[src/rtl/fetch_unit.sv]
// fetch_unit: PC owner and instruction fetch stage with req/ack memory handshake and timeout fault
module fetch_unit #(
  parameter logic [31:0] RESET_PC = 32'h0000_0000,
  parameter int          MAX_WAIT = 15
) (
  input  logic        clk,
  input  logic        reset,
  input  logic        PCSrc,
  input  logic [31:0] Result,
  input  logic        stall,
  output logic        imem_req,
  output logic [31:0] imem_addr,
  input  logic [31:0] imem_rdata,
  input  logic        imem_ack,
  output logic [31:0] Instr,
  output logic        InstrValid,
  output logic [31:0] PC,
  output logic [31:0] PCPlus8,
  output logic        fault
);
  localparam logic [1:0] S_REQ = 2'd0, S_EXEC = 2'd1, S_FAULT = 2'd2;
  logic [1:0]  state_q, state_d;
  logic [31:0] pc_q, pc_d, instr_q, instr_d;
  logic [7:0]  cnt_q, cnt_d;
  always_comb begin
    state_d = state_q;
    pc_d    = pc_q;
    instr_d = instr_q;
    cnt_d   = cnt_q;
    if (state_q == S_REQ) begin
      if (imem_ack) begin
        state_d = S_EXEC;
        instr_d = imem_rdata;
        cnt_d   = '0;
      end else if (cnt_q == 8'(MAX_WAIT - 1)) begin
        state_d = S_FAULT;
      end else begin
        cnt_d = cnt_q + 8'd1;
      end
    end else if (state_q == S_EXEC && !stall) begin
      state_d = S_REQ;
      pc_d    = PCSrc ? (Result & 32'hFFFF_FFFC) : pc_q + 32'd4;
    end
  end
  always_ff @(posedge clk) begin
    if (reset) begin
      state_q <= S_REQ;
      pc_q    <= RESET_PC;
      instr_q <= '0;
      cnt_q   <= '0;
    end else begin
      state_q <= state_d;
      pc_q    <= pc_d;
      instr_q <= instr_d;
      cnt_q   <= cnt_d;
    end
  end
  assign imem_req   = state_q == S_REQ;
  assign imem_addr  = pc_q;
  assign Instr      = instr_q;
  assign InstrValid = state_q == S_EXEC;
  assign PC         = pc_q;
  assign PCPlus8    = pc_q + 32'd8;
  assign fault      = state_q == S_FAULT;
endmodule
[config.mk]
export PLATFORM = sky130hd
export DESIGN_NAME = fetch_unit
export DESIGN_NICKNAME = d
export VERILOG_FILES = /design/src/rtl/fetch_unit.sv
export SDC_FILE = /design/constraint.sdc
export NUM_CORES = 1
export LEC_CHECK = 0
export ABC_AREA = 1
export BUFFER_PORTS_ARGS = -buffer_cell sky130_fd_sc_hd__buf_2
export CORE_ASPECT_RATIO = 1.25
export CORE_MARGIN = 2
export CORE_UTILIZATION = 52
export CTS_CLUSTER_DIAMETER = 40
export DETAILED_ROUTE_END_ITERATION = 12
export PLACE_DENSITY = 0.87
export SLEW_MARGIN = 20
export SYNTH_ARGS = -nofsm -noshare
export SYNTH_HDL_FRONTEND = slang
export SYNTH_SLANG_ARGS = --single-unit
[constraint.sdc]
create_clock -name clk -period 3.8 [get_ports clk]
set_clock_uncertainty 0.2 [all_clocks]
set_input_delay 0.38 -clock clk [delete_from_list [all_inputs] [get_ports clk]]
set_output_delay 0.38 -clock clk [all_outputs]
set_load 0.01 [all_outputs]
==> results.ini <==
[run_status]
status = completed

[timing]
hold_viol_final = 0
report.final.slew_viol_count = 0
rsz0062_at_grt = no
worst_slew_pin_slew_ns = 0.9972
min_period_over_period = 0.7330
maxSlewHeadroom = 0.3345
min_period_ns = 2.785
fmaxAchievable_ghz = 0.3590
setup_tns_ns = 0
setup_viol_count_final = 0

[logic_synthesis]
yosysWarnings = 0
avgSynthCellArea_sq_um = 6.469
ys_ff_latch = 72
syn-cell-area_sq_um = 4561
seq_area_frac_synth = 0.3160
syn_inst = 705
synth.distinct_cells = 37

[detailed_routing]
drc_errors = 0
firstDrtPassIters = 5
num_vias = 4950
wl_per_cell_microns = 12.77
drt_iter0_markers = 253
ant_nets = 0
vias_per_cell = 5.056
wl_mm = 12.50

[clocking]
holdBufCountCts = 0
ctsHtreeMaxLevel = 3
cts_tree = done
clock_latency_ns = 0.35
ctsLongestPathBuffers = 2
cts_setup_buffers = 0
cts.sinks = 72
cts-resized-gates = 0
path_clk_slew_ns = 0.08
cts-root-buf = clkbuf_8
cts-buffers-inserted = 9

[layout]
nFillCells = 841
drive_gt1_frac = 0.2887
fin_cells = 979
multiInputGateArea_sq_um = 2556
n_antenna_cell = 0
syn2layout_area_growth_pct = 21.65
fin_nets = 927
final-seq-area_sq_um = 1441

[setup_path]
path_cells = ha_1 > inv_1 > nor2_4 > inv_1 > nor3_1 > nand2_1 > xor2_1 > buf_2
worst_path_largest_cell_delay_ns = 0.46
arrival_ns = 2.21
ff2ff_path_depth = 7
critPathLaunchType = flop
path_delay_family = simple AND/OR/NAND/NOR gates
cp.depth = 8
path_max_fanout = 8
worst-path-buf-inv = 3
critPathRequiredTime_ns = 3.22
endpoint_kind = output port
slowest_stage = dfxtp_1
path_class = flop to output port
cpMostUsedCell = inv_1

[grt]
grt_pass1_vias = 4437
grt_antenna_before_repair = 0
grt_max_degree = 46
grt_pass1_wl_mm = 19.77
grt_use_total = 0.2620
overflow = 0

[place]
portBuffers = 191
dp_cells = 963
routabilityCongestion = 0.9882
post-dp-hpwl_mm = 9.194

[power_and_ir_drop]
powerDensity_nw_per_um2 = 326.6
internal_power_mw = 1.289
power_frac_seq = 0.465
pwr-share-clk = 0.369
combinationalPowerShare = 0.167
p_leak_nw = 2.667
irDropWorstVdd_uv = 280.5
switching_power_uw = 522.7
sw_frac_of_total = 0.2884

[worst_hold_path]
hold_class = input pin to flop
min_delay_path_depth = 3

[floorplan]
rows = 38
initial_core_util = 0.5300
design.core.area_sq_um = 8606
die_h_microns = 108.7
die_area_sq_um = 9540
num_io_pins = 200
fp.dieW_microns = 87.77

[run]
maxCapViolations = 0

## final cells by class
type / count / area share
clock inverters: 6 / 0.01511
well taps: 120 / 0.02706
multi-input cells: 522 / 0.4608
flip-flops and latches: 72 / 0.2598
repair buffers: 195 / 0.1777
inverters: 54 / 0.03654
clock buffers: 10 / 0.02300
## worst register-to-register path, delay by kind of cell, from the launching register on
kind / cells / cell delay, ns
buffers and inverters: 3 / 0.91
AND/OR/NAND/NOR: 4 / 0.67
flip-flops: 1 / 0.35
## registers in the layout, summed over array words and instances (netlist names)
register and count:
cnt_q 8, state_q 2, Instr 32, PC 30
## path summary, 6_finish.rpt
kind,from,endpoint,slack (ns)
worst min register to register,cnt_q[7],cnt_q[7],0.26
worst min-delay path,imem_rdata[19],Instr[19],0.05
worst max register to register,state_q[0],Instr[9],1.57
worst max-delay path,PC[4],PCPlus8[29],1.01
## stage by stage
step	power, mW	hold WS [ns]	utilization	setup slack, ns	cell area (sq um)
4_1_cts	1.822	0.03051	0.6447	1.041	5548
2_1_floorplan	1.046	0.2405	-	1.655	4579
3_5_place_dp	1.160	0.2535	0.6201	1.402	5336
3_3_place_gp	1.156	0.2479	0.6201	1.396	5336
6_report	1.812	0.04666	0.6447	1.015	5548
5_1_grt	1.894	0.04877	0.6447	0.8556	5548
## metal layers
layer / GRT usage / routed length, microns
met5: 0 / 0
met4: 0.1571 / 469
met3: 0.06132 / 1085
met2: 0.4421 / 6013
met1: 0.2964 / 4934
## power groups by stage
stage / Combinational, mW / Clock [mW] / Sequential (mW)
6_report: 0.302 / 0.668 / 0.842
4_1_cts: 0.303 / 0.678 / 0.841
3_3_place_gp: 0.299 / 0 / 0.857
3_5_place_dp: 0.303 / 0 / 0.857
5_1_grt: 0.343 / 0.703 / 0.848
2_1_floorplan: 0.174 / 0 / 0.872
## Yosys cell counts (all sizes together)
cell	number	area (sq um)
o21a	2	15.01
nor2	161	725.7
o21ai	58	290.3
inv	54	202.7
a22oi	1	7.510
buf	43	312.8
nand2	166	658.1
clkbuf	19	71.32
xnor2	4	35.03
nand4	2	18.77
and2	1	6.260
a211oi	2	15.01
conb	1	3.750
nand3	40	205.2
nor3	4	30.03
nand3b	2	15.01
o211ai	2	15.01
o21bai	1	7.510
a31oi	1	6.260
ha	4	50.05
a221oi	1	8.760
dfxtp	72	1441
xor2	23	201.4
a21oi	39	202.7
o31ai	2	15.01
## cell families (layout without fill, tap and decap cells)
logic type	Yosys count	count (layout)	synth area share
DFF	72	72	0.3160
AOI/OAI and AO/OA	109	109	0.1278
and+or+nand+nor	376	376	0.3638
xor gates and xnor gates	27	27	0.05185
buffers and inverters	116	265	0.1287
other	1	6	0.0008223
adders and majority gates	4	4	0.01097
## layout by cell type, fill, tap and decap left out, types with 3 or more instances in the layout
cell,instances
xnor2_1,4
nand2_1,158
xor2_1,23
o21ai_0,57
inv_1,50
clkbuf_8,9
nor2_1,142
nand2_4,3
nand3_1,39
inv_2,4
clkinv_2,3
a21oi_1,37
buf_4,4
buf_2,191
nand2_2,5
ha_1,4
nor3_2,3
nor2_4,12
conb_1,6
nor2_2,6
dfxtp_1,72
(Power assumes the default switching activity.)
